File: config.mk
export PLATFORM = sky130hd
export DESIGN_NAME = mc_controller
export DESIGN_NICKNAME = d
export VERILOG_FILES = /design/src/rtl/mc_pkg.sv /design/src/rtl/mc_inst_decoder.sv /design/src/rtl/mc_controller.sv
export SDC_FILE = /design/constraint.sdc
export NUM_CORES = 1
export LEC_CHECK = 0
export ABC_AREA = 1
export CAP_MARGIN = 20
export CORE_MARGIN = 10
export CORE_UTILIZATION = 40
export DETAILED_ROUTE_END_ITERATION = 12
export GPL_TIMING_DRIVEN = 0
export PLACE_DENSITY_LB_ADDON = 0.3
export SLEW_MARGIN = 20
export SYNTH_ARGS = -nofsm -noshare
export SYNTH_HDL_FRONTEND = slang
export SYNTH_SLANG_ARGS = --single-unit
File: constraint.sdc
create_clock -name clock -period 3.7 [get_ports clock]
set_clock_uncertainty 0.15 [all_clocks]
set_input_delay 1.11 -clock clock [delete_from_list [all_inputs] [get_ports clock]]
set_output_delay 1.11 -clock clock [all_outputs]
set_load 0.005 [all_outputs]
File: src/rtl/mc_pkg.sv
// Shared constants for the multi-cycle MIPS-subset controller: opcodes, functs,
// ALU/PC select codes, state and instruction-class encodings.
package mc_pkg;

  localparam logic [5:0] OP_RTYPE = 6'b000000;
  localparam logic [5:0] OP_ADDI  = 6'b001000;
  localparam logic [5:0] OP_ADDIU = 6'b001001;
  localparam logic [5:0] OP_ORI   = 6'b001101;
  localparam logic [5:0] OP_LW    = 6'b100011;
  localparam logic [5:0] OP_SW    = 6'b101011;
  localparam logic [5:0] OP_BEQ   = 6'b000100;
  localparam logic [5:0] OP_J     = 6'b000010;

  localparam logic [5:0] FN_ADD  = 6'b100000;
  localparam logic [5:0] FN_ADDU = 6'b100001;
  localparam logic [5:0] FN_SUB  = 6'b100010;
  localparam logic [5:0] FN_SUBU = 6'b100011;
  localparam logic [5:0] FN_AND  = 6'b100100;
  localparam logic [5:0] FN_OR   = 6'b100101;
  localparam logic [5:0] FN_SLT  = 6'b101010;

  localparam logic [2:0] ALU_ADDU = 3'b000;
  localparam logic [2:0] ALU_SUBU = 3'b001;
  localparam logic [2:0] ALU_ADD  = 3'b010;
  localparam logic [2:0] ALU_SUB  = 3'b011;
  localparam logic [2:0] ALU_AND  = 3'b100;
  localparam logic [2:0] ALU_OR   = 3'b101;
  localparam logic [2:0] ALU_SLT  = 3'b110;

  localparam logic [1:0] PC_PLUS4  = 2'b00;
  localparam logic [1:0] PC_BRANCH = 2'b01;
  localparam logic [1:0] PC_JUMP   = 2'b10;

  typedef enum logic [2:0] {
    ST_IDLE   = 3'b000,
    ST_FETCH  = 3'b001,
    ST_DECODE = 3'b010,
    ST_EXEC   = 3'b011,
    ST_MEM    = 3'b100,
    ST_WB     = 3'b101,
    ST_HALT   = 3'b110
  } state_e;

  typedef enum logic [2:0] {
    CLS_NONE,
    CLS_RTYPE,
    CLS_IMM,
    CLS_LOAD,
    CLS_STORE,
    CLS_BRANCH,
    CLS_JUMP
  } cls_e;

endpackage

File: src/rtl/mc_inst_decoder.sv
// Combinational opcode/funct decode into datapath selects and instruction class.
module mc_inst_decoder
  import mc_pkg::*;
(
  input  logic [5:0] opcode,
  input  logic [5:0] funct,
  output logic [2:0] aluctr,
  output logic       regdst,
  output logic       alusrc,
  output logic       extop,
  output logic       memtoreg,
  output cls_e       cls,
  output logic       ovf_trap_able,
  output logic       illegal
);

  always_comb begin
    aluctr        = ALU_ADDU;
    regdst        = 1'b0;
    alusrc        = 1'b0;
    extop         = 1'b0;
    memtoreg      = 1'b0;
    cls           = CLS_NONE;
    ovf_trap_able = 1'b0;
    illegal       = 1'b0;
    case (opcode)
      OP_RTYPE: begin
        cls    = CLS_RTYPE;
        regdst = 1'b1;
        case (funct)
          FN_ADD:  begin aluctr = ALU_ADD; ovf_trap_able = 1'b1; end
          FN_ADDU: aluctr = ALU_ADDU;
          FN_SUB:  begin aluctr = ALU_SUB; ovf_trap_able = 1'b1; end
          FN_SUBU: aluctr = ALU_SUBU;
          FN_AND:  aluctr = ALU_AND;
          FN_OR:   aluctr = ALU_OR;
          FN_SLT:  aluctr = ALU_SLT;
          default: begin
            cls     = CLS_NONE;
            regdst  = 1'b0;
            illegal = 1'b1;
          end
        endcase
      end
      OP_ADDI: begin
        cls = CLS_IMM; aluctr = ALU_ADD; alusrc = 1'b1; extop = 1'b1;
        ovf_trap_able = 1'b1;
      end
      OP_ADDIU: begin cls = CLS_IMM; aluctr = ALU_ADDU; alusrc = 1'b1; extop = 1'b1; end
      OP_ORI:   begin cls = CLS_IMM; aluctr = ALU_OR; alusrc = 1'b1; end
      OP_LW: begin
        cls = CLS_LOAD; aluctr = ALU_ADDU; alusrc = 1'b1; extop = 1'b1; memtoreg = 1'b1;
      end
      OP_SW:    begin cls = CLS_STORE; aluctr = ALU_ADDU; alusrc = 1'b1; extop = 1'b1; end
      OP_BEQ:   begin cls = CLS_BRANCH; aluctr = ALU_SUBU; extop = 1'b1; end
      OP_J:     cls = CLS_JUMP;
      default:  illegal = 1'b1;
    endcase
  end

endmodule

File: src/rtl/mc_controller.sv
// Multi-cycle sequencing controller (IDLE/FETCH/DECODE/EXEC/MEM/WB) sharing one memory port.
// Build option: MC_CTRL_ILLEGAL_TRAP_EN routes illegal instructions to a sticky HALT state.
module mc_controller
  import mc_pkg::*;
(
  input  logic       clock,
  input  logic       reset,
  input  logic [5:0] opcode,
  input  logic [5:0] funct,
  input  logic       zero,
  input  logic       overflow,
  input  logic       mem_ready,
  output logic       pc_wr,
  output logic       ir_wr,
  output logic       regwr,
  output logic       memrd,
  output logic       memwr,
  output logic       iord,
  output logic       regdst,
  output logic       alusrc,
  output logic       memtoreg,
  output logic       extop,
  output logic [1:0] pc_sel,
  output logic [2:0] aluctr,
  output logic [2:0] state,
  output logic       ovf_trap,
  output logic       halted
);

  state_e     state_q, state_d;
  logic [2:0] dec_aluctr;
  logic       dec_regdst, dec_alusrc, dec_extop, dec_memtoreg;
  logic       dec_ovf_able, dec_illegal;
  cls_e       dec_cls;

  mc_inst_decoder u_dec (
    .opcode        (opcode),
    .funct         (funct),
    .aluctr        (dec_aluctr),
    .regdst        (dec_regdst),
    .alusrc        (dec_alusrc),
    .extop         (dec_extop),
    .memtoreg      (dec_memtoreg),
    .cls           (dec_cls),
    .ovf_trap_able (dec_ovf_able),
    .illegal       (dec_illegal)
  );

  // Outputs decode from state_q, so an asynchronous reset drops any pending request at once.
  always_ff @(posedge clock or negedge reset) begin
    if (!reset) state_q <= ST_IDLE;
    else        state_q <= state_d;
  end

  always_comb begin
    state_d  = state_q;
    pc_wr    = 1'b0;
    ir_wr    = 1'b0;
    regwr    = 1'b0;
    memrd    = 1'b0;
    memwr    = 1'b0;
    iord     = 1'b0;
    regdst   = 1'b0;
    alusrc   = 1'b0;
    memtoreg = 1'b0;
    extop    = 1'b0;
    pc_sel   = PC_PLUS4;
    aluctr   = ALU_ADDU;
    ovf_trap = 1'b0;
    case (state_q)
      ST_IDLE: state_d = ST_FETCH;
      ST_FETCH: begin
        memrd = 1'b1;
        if (mem_ready) begin
          ir_wr   = 1'b1;
          pc_wr   = 1'b1;
          state_d = ST_DECODE;
        end
      end
      ST_DECODE: begin
`ifdef MC_CTRL_ILLEGAL_TRAP_EN
        state_d = dec_illegal ? ST_HALT : ST_EXEC;
`else
        state_d = ST_EXEC;
`endif
      end
      ST_EXEC: begin
        state_d = ST_FETCH;
        if (!dec_illegal) begin
          aluctr = dec_aluctr;
          alusrc = dec_alusrc;
          extop  = dec_extop;
          case (dec_cls)
            CLS_RTYPE, CLS_IMM: begin
              if (dec_ovf_able && overflow) ovf_trap = 1'b1;
              else                          state_d  = ST_WB;
            end
            CLS_LOAD, CLS_STORE: state_d = ST_MEM;
            CLS_BRANCH: begin pc_wr = zero; pc_sel = PC_BRANCH; end
            CLS_JUMP:   begin pc_wr = 1'b1; pc_sel = PC_JUMP;   end
            default: ;
          endcase
        end
      end
      ST_MEM: begin
        iord  = 1'b1;
        memrd = (dec_cls == CLS_LOAD);
        memwr = (dec_cls == CLS_STORE);
        if (mem_ready || !(memrd || memwr))
          state_d = memrd ? ST_WB : ST_FETCH;
      end
      ST_WB: begin
        regwr    = 1'b1;
        regdst   = dec_regdst;
        memtoreg = dec_memtoreg;
        state_d  = ST_FETCH;
      end
`ifdef MC_CTRL_ILLEGAL_TRAP_EN
      ST_HALT: state_d = ST_HALT;
`endif
      default: state_d = ST_IDLE;
    endcase
  end

`ifdef MC_CTRL_ILLEGAL_TRAP_EN
  assign halted = (state_q == ST_HALT);
`else
  assign halted = 1'b0;
`endif

  assign state = state_q;

endmodule
After elaboration in Yosys (flattened, before gate mapping)
Index checks and enable logic that the tools add are counted.
{"block": "word_totals", "register_bits": 3, "input_bits": 17, "output_inout_bits": 20, "wordCells": 88}
{"block": "classes", "n_eq_ne": 27, "n_mux": 44, "reduce_logical": 16}
{"op": "$eq 6x6->1 const B", "n": 9}
{"op": "$pmux 3 s6", "n": 2}
{"op": "$mux 1", "n": 24}
{"op": "$mux 3", "n": 7}
{"op": "$eq 6x4->1 const B", "n": 3}
{"op": "$eq 3x3->1 const B", "n": 5}
{"op": "$pmux 3 s5", "n": 1}
{"op": "$reduce_or 7->1", "n": 2}
{"op": "$eq 3x2->1 const B", "n": 4}
{"op": "$pmux 3 s4", "n": 1}
{"op": "$pmux 1 s2", "n": 5}
{"op": "$reduce_or 5->1", "n": 2}
{"op": "$reduce_or 2->1", "n": 4}
{"op": "$eq 3x1->1 const B", "n": 2}
{"op": "$eq 6x2->1 const B", "n": 1}
{"op": "$eq 6x3->1 const B", "n": 1}
{"op": "$logic_not 6->1", "n": 1}
{"op": "$pmux 3 s2", "n": 1}
{"op": "$mux 2", "n": 2}
{"op": "$ne 2x2->1 const B", "n": 2}
{"op": "$pmux 2 s2", "n": 1}
{"op": "$logic_not 3->1", "n": 1}
{"op": "$reduce_or 3->1", "n": 1}
{"op": "$logic_or 1x1->1", "n": 2}
{"op": "3 further kinds", "n": 3}

Longest topological paths before layout
Gate-level depths: netlist of the first run.
{"block": "depth", "word_depth": 10, "mapped_depth": 12, "ltp_nobuf": 12}

Modules after synthesis
A second synthesis of the first run with hierarchy kept.
{"block": "hier_totals", "hier_cells": 147, "hier_area_um2": 729.4}
{"module": "mc_controller", "instances": 1, "cells_per_inst": 76, "area_per_inst_um2": 410.4, "seq_area_each_um2": 75.1}
{"module": "mc_inst_decoder", "instances": 1, "cells_per_inst": 71, "area_per_inst_um2": 319.1, "seq_area_each_um2": 0.0}

Worst setup path after synthesis of the first run
OpenSTA, ideal clock, no wires.
{"block": "synth_timing", "kind": "input to output", "startpoint": "input port funct[5]", "endpoint": "output port aluctr[1]", "t_arrival_ns": 1.951, "required_ns": 2.440, "setup_slack_ns": 0.489, "stages": 7, "path_buffers": 0, "cell_sequence": "inv_1 -> nor2_2 -> nand3_1 -> nand3_1 -> o21a_1 -> o211ai_4 -> a21oi_1"}
{"block": "synth_via", "elab_chain_cells": 6, "word_cells_on_any_way": 14, "classes_between": "7 x eq/ne; 6 x mux; 1 x reduce/logical"}
{"element": "start: declaration", "line": "mc_controller.sv:9", "text": "input logic [5:0] funct,"}
{"element": "$eq 6x6->1", "line": "mc_inst_decoder.sv:30", "text": "case (funct)"}
{"element": "$reduce_or 7->1 (no line)"}
{"element": "$mux 1", "line": "mc_inst_decoder.sv:30"}
{"element": "$pmux 1 s2", "line": "mc_inst_decoder.sv:26", "text": "case (opcode)"}
{"element": "$mux 3 (*)", "line": "mc_controller.sv:89", "text": "if (!dec_illegal) begin"}
{"element": "$mux 3 (*)", "line": "mc_controller.sv:70", "text": "case (state_q)"}
{"element": "end: declaration", "line": "mc_controller.sv:24", "text": "output logic [2:0] aluctr,"}
Every way passes the cells marked *; elsewhere a longest branch is shown, timed or not.

Worst setup path after layout of the first run
{"block": "layout_timing", "startpoint": "input port opcode[4]", "endpoint": "output port aluctr[1]"}
{"block": "layout_via", "elab_chain_cells": 5, "word_cells_on_any_way": 13, "classes_between": "7 x eq/ne; 4 x mux; 2 x reduce/logical"}
{"element": "start: declaration", "line": "mc_controller.sv:8", "text": "input logic [5:0] opcode,"}
{"element": "$eq 6x4->1 (tied with other cells)", "line": "mc_inst_decoder.sv:26"}
{"element": "$reduce_or 7->1 (no line)"}
{"element": "$pmux 1 s2", "line": "mc_inst_decoder.sv:26"}
{"element": "$mux 3 (*)", "line": "mc_controller.sv:89"}
{"element": "$mux 3 (*)", "line": "mc_controller.sv:70"}
Marks and branches as above.

==> results of run 1 <==
-- cells by family (layout without fill, tap and decap cells) --
logic type | after synthesis | after routing
flops | 3 | 3
compound gates | 12 | 12
other cells | 1 | 1
buf+inv | 27 | 86
simple gates | 79 | 79
-- timing repair --
item	CTS	global route
endpoints found under the setup margin	13	13
resized for setup	81	28
pin swaps	12	13
setup buffers	15	5
-- metal layers --
layer | GRT usage [%] | up-vias | share of wire, %
met3 | 4.24 | 17 | 8.0
li1 | - | 514 | -
met1 | 16.9 | 494 | 36
met5 | 0 | - | 0
met2 | 29.9 | 58 | 50
met4 | 10.3 | 0 | 5.5
-- layout make-up --
type,count,share of cell area (%)
Multi-Input combinational cell,92,47.2
Sequential cell,3,6.04
Clock buffer,4,2.11
Inverter,26,7.85
Buffer,1,0.604
Timing Repair Buffer,55,34.5
Tap cell,16,1.61
-- power by group --
part           leakage [nW]  switching (mW)  internal [mW]
logic                 0.599           0.121          0.102
clock network        0.0150          0.0257         0.0410
registers            0.0377          0.0187         0.0452
total                 0.651           0.166          0.188
-- per-stage QoR --
step	setup slack, ns	cells	instance area [µm²]
5_1_grt	-0.0129	197	1240
3_3_place_gp	-0.616	173	1010
6_report	0.0240	197	1240
2_1_floorplan	0.489	122	638
4_1_cts	0.00181	192	1190
3_5_place_dp	-0.695	173	1010
-- worst reg2reg max path, cell delays in order (launching register included) --
cell,delay [ns]
dfrtp_1,0.50
inv_1,0.12
nand2_1,0.18
inv_1,0.07
nor2_1,0.14
o21ai_0,0.11
nand2_1,0.13
inv_1,0.08
nand2_1,0.08
nand2_1,0.06
-- path summary, 6_finish.rpt --
| path | startpoint | to | slack, ns | depth (start not counted) |
|---|---|---|---|---|
| hold / removal | state[2] | state[2] | 0.49 | 2 |
| max in group asynchronous | reset | state[1] | 2.35 | 1 |
| setup / recovery | opcode[4] | aluctr[1] | 0.02 | 9 |
| setup reg to reg | state[1] | state[2] | 1.97 | 9 |
| hold reg to reg | state[2] | state[2] | 0.49 | 2 |
| min in group asynchronous | reset | state[0] | 0.89 | 1 |
-- layout by cell type (no fill, tap or decap), drive strengths merged --
master | Yosys | routed
nor3 | 5 | 5
nor2 | 25 | 25
clkdlybuf4s15 | 0 | 3
nand4 | 8 | 8
nand3 | 16 | 16
conb | 1 | 1
inv | 26 | 26
nand2 | 25 | 25
o211ai | 1 | 1
clkbuf | 0 | 10
o21ai | 5 | 5
dfrtp | 3 | 3
buf | 1 | 32
clkdlybuf4s50 | 0 | 13
o21a | 1 | 1
a21oi | 5 | 5
dlygate4sd2 | 0 | 2
==> metrics.md, run 1 <==
| Metric | Value |
|---|---|
| Highest fanout seen on the critical path | `5` |
| XOR/XNOR share of the synthesized area | `0%` |
| Ratio of final minimum period to clock period | `around 99%` |
| Fraction of synthesis flops using an asynchronous set or reset pin | `100%` |
| Critical Path AT | `2.42 ns` |
| Slew Limit Fails | `0` |
| Area of the core region | `1510 µm²` |
| Mapped cell area | `638 µm²` |
| Hold_buf cts | `0` |
| Setup crit start kind | `input port` |
| Max incr delay on CP | `0.22 ns` |
| Largest register FFs | `3` |
| Minimum clock period | `between 3 and 4 ns` |
| Post-synthesis mux area share | `0%` |
| Via count of the first global-routing pass | `roughly 1100` |
| Crit path capture type | `primary output` |
| Mapped Cells | `122` |
| Area grow syn2layout | `94.7%` |
| Design Power | `354 µW` |
| Net count after synthesis | `between 100 and 150` |
| Final hold slack | `0.492 ns` |
| CTS tree | `built` |
| HPWL Detailed | `between 1500 and 2000 µm` |
| Endpoints failing hold | `0` |
| Initial DRC count | `32` |
| CTS Buf Count | `3` |
| Post-layout util | `between 80 and 90%` |
| Via density per instance | `5.50` |
| Critical path buffer and inverter count | `4` |
| Most common flop cell mapped by yosys | `dfrtp_1` |
| Simple-gate share of the synthesized area | `58.8%` |
| CTS HTree Levels | `1` |
| Max Buffers Root-to-Sink | `2` |
| Proportion of netlist area held by the largest area contributor | `15.3%` |
| Worst min-delay path class | `flop to flop` |
| Initial standard-cell utilization of the core | `42.4%` |
| Total routed wirelength | `3200 µm` |
| Worst voltage drop across the vdd grid | `between 0.2 and 0.25 mV` |
| Cells along the critical path | `buf_2, nor2_4, buf_6, nand4_1, nand4_1, o211ai_4, buf_4, a21oi_2, buf_2` |
| Count of distinct cell types in the synthesized netlist | `17` |
| First-pass GRT wire length | `between 4000 and 5000 µm` |
| Number of antenna repair diodes | `0` |
| Number of antenna violations at the first check in global routing | `0` |
| Maximum number of pins on one net before global-route repair | `8` |
| Share of cells above drive strength 1 | `39.8%` |
| Die height | `59.9 µm` |
| Category of the most critical setup path | `input port to primary output` |
| Main combinational cell family by area after synthesis | `simple AND/OR/NAND/NOR gates` |
| Total iterations of the first detailed-routing run | `4` |
| Top post-synthesis cells by count | `inv_1 (26), nand2_1 (25), nor2_1 (20)` |
| Sum Neg Setup Slack | `0 ns` |
| Synthesized-area fraction occupied by adder cells | `0%` |
| Register area | `75.1 µm²` |
| Run status | `complete, no violations` |
| Crit path required time | `2.44 ns` |
| Family of cells with the greatest summed delay on the critical path | `buffers and inverters` |
| # clock sinks | `3` |
| Cell row count | `14` |
| Number of enable flip-flop cells after synthesis | `0` |
| DRT antenna net count | `0` |
| Combined area of the multi-input logic cells | `587 µm²` |
| Max-cap violations | `0` |
| Boundary Pins | `37` |
| Global-route congestion overflow total | `0` |
| Top achievable clock speed | `272 MHz` |
| Fraction of the mapped netlist area in compound gates | `12.4%` |
| Count leader, synth | `inv_1` |
| Cell taking the most area after synthesis | `inv_1` |
| Wire length per cell | `approximately 16 µm` |
| Average cell area after synthesis | `5.23 µm²` |
| Routability congestion estimate from global placement | `about 0.85` |
| Net count reported at finish | `199` |
| Synth top area cells | `inv_1 (15%), nand2_1 (15%), dfrtp_1 (12%)` |
| Leakage power total | `roughly 0.65 nW` |
| Clock insertion delay at the later pin of the skew report | `approximately 0.25 ns` |
| Syn. warnings | `0` |
| Filler cell count | `99` |
| Vias | `1083` |
| Cell with the largest stage delay on the worst path | `nand4_1` |
| Number of remaining DRC errors | `0` |
| Ratio of total power to cell area | `between 200 and 300 nW/µm²` |
| Global-route total usage across every layer | `16.8%` |
| Clock transition at the registers of the reported paths | `0.04 ns` |
| Die area | `between 3000 and 4000 µm²` |
| Quantity of I/O buffers inserted on ports | `35` |
| Share of the yosys chip area belonging to registers | `between 10% and 20%` |
| Seq cells post-synth | `3` |
| Total of endpoints with negative setup slack in the final report | `0` |
| Width of the die | `approximately 60 µm` |
| Master cell of the clock root buffer | `clkbuf_4` |
Note: power is estimated with default switching activity, not from simulation.
==> inputs of run 2 (changes only) <==
--- a/config.mk
+++ b/config.mk
@@ -11,7 +11,7 @@
 export CORE_UTILIZATION = 40
 export DETAILED_ROUTE_END_ITERATION = 12
 export GPL_TIMING_DRIVEN = 0
-export PLACE_DENSITY_LB_ADDON = 0.3
+export PLACE_DENSITY = 0.84
 export SLEW_MARGIN = 20
 export SYNTH_ARGS = -nofsm -noshare
 export SYNTH_HDL_FRONTEND = slang
==> run 2 against run 1 <==
Compared with the run above: utilization up 3.1 points; cell area up 3.7%; non-clock buffer count up 6; largest power group unchanged; largest cell class unchanged.
==> metrics.md, run 2 (synthesis gave the netlist of run 1 again) <==
| Metric | Value |
|---|---|
| Cell row count | `14 (unchanged)` |
| Total of endpoints with negative setup slack in the final report | `0 (unchanged)` |
| Count of cells along the worst hold path | `2 (unchanged)` |
| Highest-count cells in the layout ignoring fill and taps | `nand2_1 (25), buf_4 (22), inv_1 (20)` |
| Largest register FFs | `3 (unchanged)` |
| Cell with the largest stage delay on the worst path | `clkdlybuf4s15_1` |
| Number of remaining DRC errors | `0 (unchanged)` |
| Die height | `59.9 µm (unchanged)` |
| Minimum clock period | `3.66 ns (-0.0149 ns)` |
| Cell with the most instances on the worst path | `nand3_2` |
| Highest fanout seen on the critical path | `4 (-1)` |
| Max-cap violations | `0 (unchanged)` |
| Max incr delay on CP | `0.20 ns (-0.02 ns)` |
| Category of the most critical setup path | `input port to primary output` |
| Endpoints failing hold | `0 (unchanged)` |
| Leakage power total | `0.681 nW (+4.6%)` |
| Setup crit start kind | `input port` |
| Ratio of total power to cell area | `283 nW/µm² (-0.74%)` |
| Crit path capture type | `primary output` |
| Number of antenna repair diodes | `0 (unchanged)` |
| Capture endpoint of the worst hold path | `state[2]` |
| Crit path required time | `2.44 ns (about the same)` |
| Clock transition at the registers of the reported paths | `0.03 ns (about the same)` |
| Final hold slack | `0.507 ns (+0.0147 ns)` |
| Routability congestion estimate from global placement | `0.851 (+0.28%)` |
| Depth of the worst register-to-register path | `10 (+1)` |
| Met3 track demand over resource | `4.87% (+0.64 points)` |
| Initial standard-cell utilization of the core | `42.4% (unchanged)` |
| Busiest layer in global routing | `met2` |
| Worst voltage drop across the vdd grid | `0.268 mV (+7.8%)` |
| Area grow syn2layout | `102%` |
| DRT antenna net count | `0 (unchanged)` |
| Vias | `1182 (+9.1%)` |
| Reg-to-Reg Start | `state[0]` |
| Clock insertion delay at the later pin of the skew report | `0.25 ns (about the same)` |
| Critical path buffer and inverter count | `4 (unchanged)` |
| CTS HTree Levels | `1 (unchanged)` |
| Boundary Pins | `37 (unchanged)` |
| Worst R2R Setup Slack | `1.96 ns (about the same)` |
| Via count of the first global-routing pass | `1124 (+5.8%)` |
| Sum Neg Setup Slack | `0 ns (unchanged)` |
| Ratio of final minimum period to clock period | `98.9% (-0.40 points)` |
| Run status | `complete, no violations` |
| Initial DRC count | `54 (+69%)` |
| Routing usage on met2 | `33.4% (+3.5 points)` |
| Leading cell type in the layout, fill and taps excluded | `nand2_1` |
| Area of the core region | `1510 µm² (unchanged)` |
| # clock sinks | `3 (unchanged)` |
| Origin of the worst min-delay path | `state[2]` |
| Wire length per cell | `18.8 µm (+15%)` |
| Via density per instance | `5.82 (+5.9%)` |
| Slew Limit Fails | `0 (unchanged)` |
| Maximum number of pins on one net before global-route repair | `8 (unchanged)` |
| Global-route congestion overflow total | `0 (unchanged)` |
| Family of cells with the greatest summed delay on the critical path | `buffers and inverters` |
| First-pass GRT wire length | `5390 µm (+13%)` |
| CTS tree | `built` |
| Total routed wirelength | `3810 µm (+19%)` |
| Net count reported at finish | `205 (+3.0%)` |
| Width of the die | `59.9 µm (unchanged)` |
| Share of cells above drive strength 1 | `42.8% (+3.0 points)` |
| CTS Buf Count | `3 (unchanged)` |
| Quantity of I/O buffers inserted on ports | `35 (unchanged)` |
| Critical Path AT | `2.40 ns (-0.02 ns)` |
| HPWL Detailed | `1780 µm (-2.9%)` |
| Capture instance of the worst register-to-register path | `state[2]` |
| Met1 GRT Util | `20.0% (+3.0 points)` |
| Global-route total usage across every layer | `19.2% (+2.4 points)` |
| Total iterations of the first detailed-routing run | `4 (unchanged)` |
| Top achievable clock speed | `273 MHz (+0.41%)` |
| Number of antenna violations at the first check in global routing | `0 (unchanged)` |
| Master cell of the clock root buffer | `clkbuf_4` |
| Worst min-delay path class | `flop to flop` |
| Cells along the critical path | `clkdlybuf4s15_1, inv_2, nor2_4, nand3_2, nand3_2, o21a_1, o211ai_4, buf_4, nor2_1, buf_2` |
| Design Power | `365 µW (+3.0%)` |
| Die area | `3590 µm² (unchanged)` |
| Max Buffers Root-to-Sink | `2 (unchanged)` |
[run 2: area by class of cell]
cell class | count | area, µm²
Buffer | 1 | 7.51
Clock buffer | 4 | 26.3
Fill cell | 91 | 218
Inverter | 26 | 97.6
Multi-Input combinational cell | 92 | 594
Sequential cell | 3 | 75.1
Tap cell | 16 | 20.0
Timing Repair Buffer | 61 | 468
[run 2: metrics by stage]
stage / instances / setup WS (ns) / utilization (%) / area (µm²)
floorplan: 122 / 0.489 / - / 638
global placement: 173 / -0.615 / 66.9 / 1010
detailed placement: 173 / -0.638 / 66.9 / 1010
CTS: 197 / 0.00991 / 82.7 / 1250
global route: 203 / -0.0281 / 85.5 / 1290
finish: 203 / 0.0389 / 85.5 / 1290
[run 2: how the worst max path moves through the flow]
stage	endpoint	start	slack, ns	cells past startpoint
6_report	extop	funct[1]	0.04	10
5_1_grt	ovf_trap	opcode[5]	-0.03	9
4_1_cts	ovf_trap	funct[5]	0.01	10
3_5_place_dp	aluctr[1]	funct[5]	-0.64	9
3_3_place_gp	aluctr[1]	opcode[3]	-0.62	8
2_1_floorplan	aluctr[1]	funct[5]	0.49	7
[run 2: repair_timing]
| action | CTS | global route |
|---|---|---|
| endpoints found under the setup margin | 13 | 11 |
| hold endpoints to repair | 0 | 0 |
| resized for setup | 87 | 31 |
| hold buffers | 0 | 0 |
| setup buffers | 20 | 6 |
| pin swaps | 18 | 15 |
[run 2: power by group]
group | switching (mW) | total [mW] | internal (mW) | leakage, nW
Sequential | 0.0176 | 0.0628 | 0.0453 | 0.0377
Combinational | 0.136 | 0.240 | 0.105 | 0.629
Clock | 0.0210 | 0.0617 | 0.0407 | 0.0150
[run 2: per-layer routing]
layer | routed length, µm | share of wire (%)
met1 | 1410 | 37
met2 | 1850 | 49
met3 | 342 | 9.0
met4 | 206 | 5.4
met5 | 0 | 0
[run 2: tightest hold or removal path, delay by kind of cell (launching register included)]
kind,cells,cell delay [ns]
simple gates,2,0.16
flops,1,0.46
==> inputs of run 3 (changes only) <==
--- a/config.mk
+++ b/config.mk
@@ -9,8 +9,9 @@
 export CAP_MARGIN = 20
 export CORE_MARGIN = 10
 export CORE_UTILIZATION = 40
+export CTS_BUF_LIST = sky130_fd_sc_hd__clkbuf_8 sky130_fd_sc_hd__clkbuf_16
 export DETAILED_ROUTE_END_ITERATION = 12
-export GPL_TIMING_DRIVEN = 0
+export GPL_TIMING_DRIVEN = 1
 export PLACE_DENSITY = 0.84
 export SLEW_MARGIN = 20
 export SYNTH_ARGS = -nofsm -noshare
==> constraint.sdc (replaced) <==
create_clock -name clock -period 3.7 [get_ports clock]
set_clock_uncertainty 0.15 [all_clocks]
set_input_delay 0.74 -clock clock [delete_from_list [all_inputs] [get_ports clock]]
set_output_delay 0.74 -clock clock [all_outputs]
set_load 0.005 [all_outputs]
==> run 3 against run 2 <==
Compared with the run above: flip-flop and latch count did not move; utilization decreased by 11 points; non-clock buffer count down 24; total power down 2.5%; largest power group unchanged; first-iteration DRC count shrank 54%; via count decreased by 21%; clock power grew 60%; worst hold slack got worse by 0.059 ns; cell count decreased by 12%; cell area shrank 13%.
==> metrics.md, run 3 (synthesis gave the netlist of run 1 again) <==
| Metric | Value |
|---|---|
| Run status | `complete, no violations` |
| Hold_buf cts | `0 (unchanged)` |
| Total of endpoints with negative setup slack in the final report | `0 (unchanged)` |
| Max Buffers Root-to-Sink | `2 (unchanged)` |
| Via density per instance | `5.18 (-11%)` |
| Met1 GRT Util | `13.4% (-6.5 points)` |
| Die area | `3590 µm² (unchanged)` |
| Highest-count cells in the layout ignoring fill and taps | `clkdlybuf4s50_1 (30), inv_1 (27), nand2_1 (25)` |
| Global-route congestion overflow total | `0 (unchanged)` |
| Cell row count | `14 (unchanged)` |
| Ratio of final minimum period to clock period | `96.0% (-2.9 points)` |
| Crit path capture type | `primary output` |
| Total routed wirelength | `2400 µm (-37%)` |
| Placement Setup Slack | `0.102 ns (+0.740 ns)` |
| Minimum clock period | `3.55 ns (-0.109 ns)` |
| Met3 track demand over resource | `5.08% (+0.21 points)` |
| Area of all placed cells without fillers | `1120 µm² (-13%)` |
| Filler cell count | `122 (+34%)` |
| Largest register FFs | `3 (unchanged)` |
| Crit path required time | `2.81 ns (+0.37 ns)` |
| Reg-to-Reg Start | `state[1]` |
| CTS tree | `built` |
| Category of the most critical setup path | `input port to primary output` |
| Standard cell area after detailed placement | `1010 µm² (unchanged)` |
| Critical Path AT | `2.66 ns (+0.26 ns)` |
| Initial standard-cell utilization of the core | `42.4% (unchanged)` |
| Wire length per cell | `13.4 µm (-29%)` |
| DRT antenna net count | `0 (unchanged)` |
| Ratio of total power to cell area | `317 nW/µm² (+12%)` |
| Clock insertion delay at the later pin of the skew report | `0.22 ns (-0.03 ns)` |
| Slew Limit Fails | `0 (unchanged)` |
| Die height | `59.9 µm (unchanged)` |
| Width of the die | `59.9 µm (unchanged)` |
| Area grow syn2layout | `75.7%` |
| Master cell of the clock root buffer | `clkbuf_8` |
| Routability congestion estimate from global placement | `0.874 (+2.7%)` |
| CTS HTree Levels | `1 (unchanged)` |
| Worst R2R Setup Slack | `2.14 ns (+0.18 ns)` |
| Sum Neg Setup Slack | `0 ns (unchanged)` |
| Maximum number of pins on one net before global-route repair | `9 (+1)` |
| Busiest layer in global routing | `met2` |
| Setup crit start kind | `input port` |
| Depth of the worst register-to-register path | `9 (-1)` |
| Routing usage on met2 | `22.2% (-11 points)` |
| Worst min-delay path class | `flop to flop` |
| Leading cell type in the layout, fill and taps excluded | `clkdlybuf4s50_1` |
| Vias | `928 (-21%)` |
| Number of antenna repair diodes | `0 (unchanged)` |
| Final hold slack | `0.447 ns (-0.0594 ns)` |
| Share of cells above drive strength 1 | `12.9% (-30 points)` |
| Clock transition at the registers of the reported paths | `0.03 ns (about the same)` |
| CTS Buf Count | `3 (unchanged)` |
| Boundary Pins | `37 (unchanged)` |
| Endpoints failing hold | `0 (unchanged)` |
| Area of the core region | `1510 µm² (unchanged)` |
| HPWL Detailed | `1850 µm (+4.0%)` |
| Worst voltage drop across the vdd grid | `0.301 mV (+12%)` |
| Max-cap violations | `0 (unchanged)` |
| Capture instance of the worst register-to-register path | `state[2]` |
| Quantity of I/O buffers inserted on ports | `35 (unchanged)` |
| Number of remaining DRC errors | `0 (unchanged)` |
| Top achievable clock speed | `281 MHz (+3.1%)` |
| Global-route total usage across every layer | `12.7% (-6.5 points)` |
| Leakage power total | `0.611 nW (-10%)` |
| Via count of the first global-routing pass | `871 (-23%)` |
| Net count reported at finish | `181 (-12%)` |
| DP Cell Count | `173 (unchanged)` |
| Number of antenna violations at the first check in global routing | `0 (unchanged)` |
| # clock sinks | `3 (unchanged)` |
| Crit path launch | `opcode[5]` |
| Initial DRC count | `25 (-54%)` |
| Final worst-path setup slack | `0.148 ns (+0.109 ns)` |
| Total iterations of the first detailed-routing run | `4 (unchanged)` |
| Unrepaired setup endpoints after global routing | `no` |
| Critical path endpoint | `aluctr[1]` |
| Fin cells | `179 (-12%)` |
| First-pass GRT wire length | `3710 µm (-31%)` |
| Highest fanout seen on the critical path | `8 (+4)` |
==> run 3: cell types whose count changed in the layout (fill, tap and decap cells not counted), sizes merged <==
cell,change
clkdlybuf4s50,+17
buf,-38
dlygate4sd2,-1
inv,+1
clkbuf,-6
dlymetal6s2s,+5
clkdlybuf4s15,-2
==> run 3: how the worst min path moves through the flow <==
stage             start       end  slack [ns]  depth (start not counted)
2_1_floorplan     reset  state[0]        0.29                          0
6_report       state[2]  state[2]        0.45                          2
4_1_cts        state[2]  state[2]        0.44                          2
5_1_grt        state[2]  state[2]        0.48                          2
3_3_place_gp   state[2]  state[2]        0.44                          2
3_5_place_dp   state[2]  state[2]        0.44                          2
==> run 3: what timing repair did <==
action / CTS / global route
gates resized for setup: 0 / 14
endpoints found under the setup margin: 0 / 6
setup buffers: 0 / 2
==> run 3: final cells by class <==
cell class              instances  area [µm²]  area share [%]
clock buffers                   3        41.3            3.68
clock inverters                 1        3.75           0.335
inverters                      26        97.6            8.71
multi-input cells              92         498            44.4
flip-flops and latches          3        75.1            6.70
well taps                      16        20.0            1.79
repair buffers                 38         385            34.4
==> run 3: worst max-delay path: stages <==
cell and delay, ns:
clkdlybuf4s50_1 0.46, nor2_4 0.21, nand4_1 0.25, nand4_1 0.20, o211ai_4 0.13, a21oi_1 0.14, clkdlybuf4s50_1 0.52
==> run 3: layer usage <==
layer / wire [µm] / up-vias
met5: 0 / -
met4: 46 / 0
met3: 195 / 6
met2: 1150 / 38
met1: 1010 / 414
li1: - / 470
==> run 3: per-stage QoR <==
stage               utilization (%)  power [mW]
CTS                            69.9       0.352
floorplan                         -       0.159
detailed placement             66.9       0.252
finish                         74.4       0.356
global route                   74.4       0.380
global placement               66.9       0.249
==> run 3: where the power goes <==
part / internal, mW / total [mW] / leakage (nW) / switching, mW
sequential: 0.0453 / 0.0620 / 0.0377 / 0.0167
clock: 0.0711 / 0.0985 / 0.0269 / 0.0273
combinational: 0.0950 / 0.195 / 0.546 / 0.100
total: 0.211 / 0.356 / 0.611 / 0.144
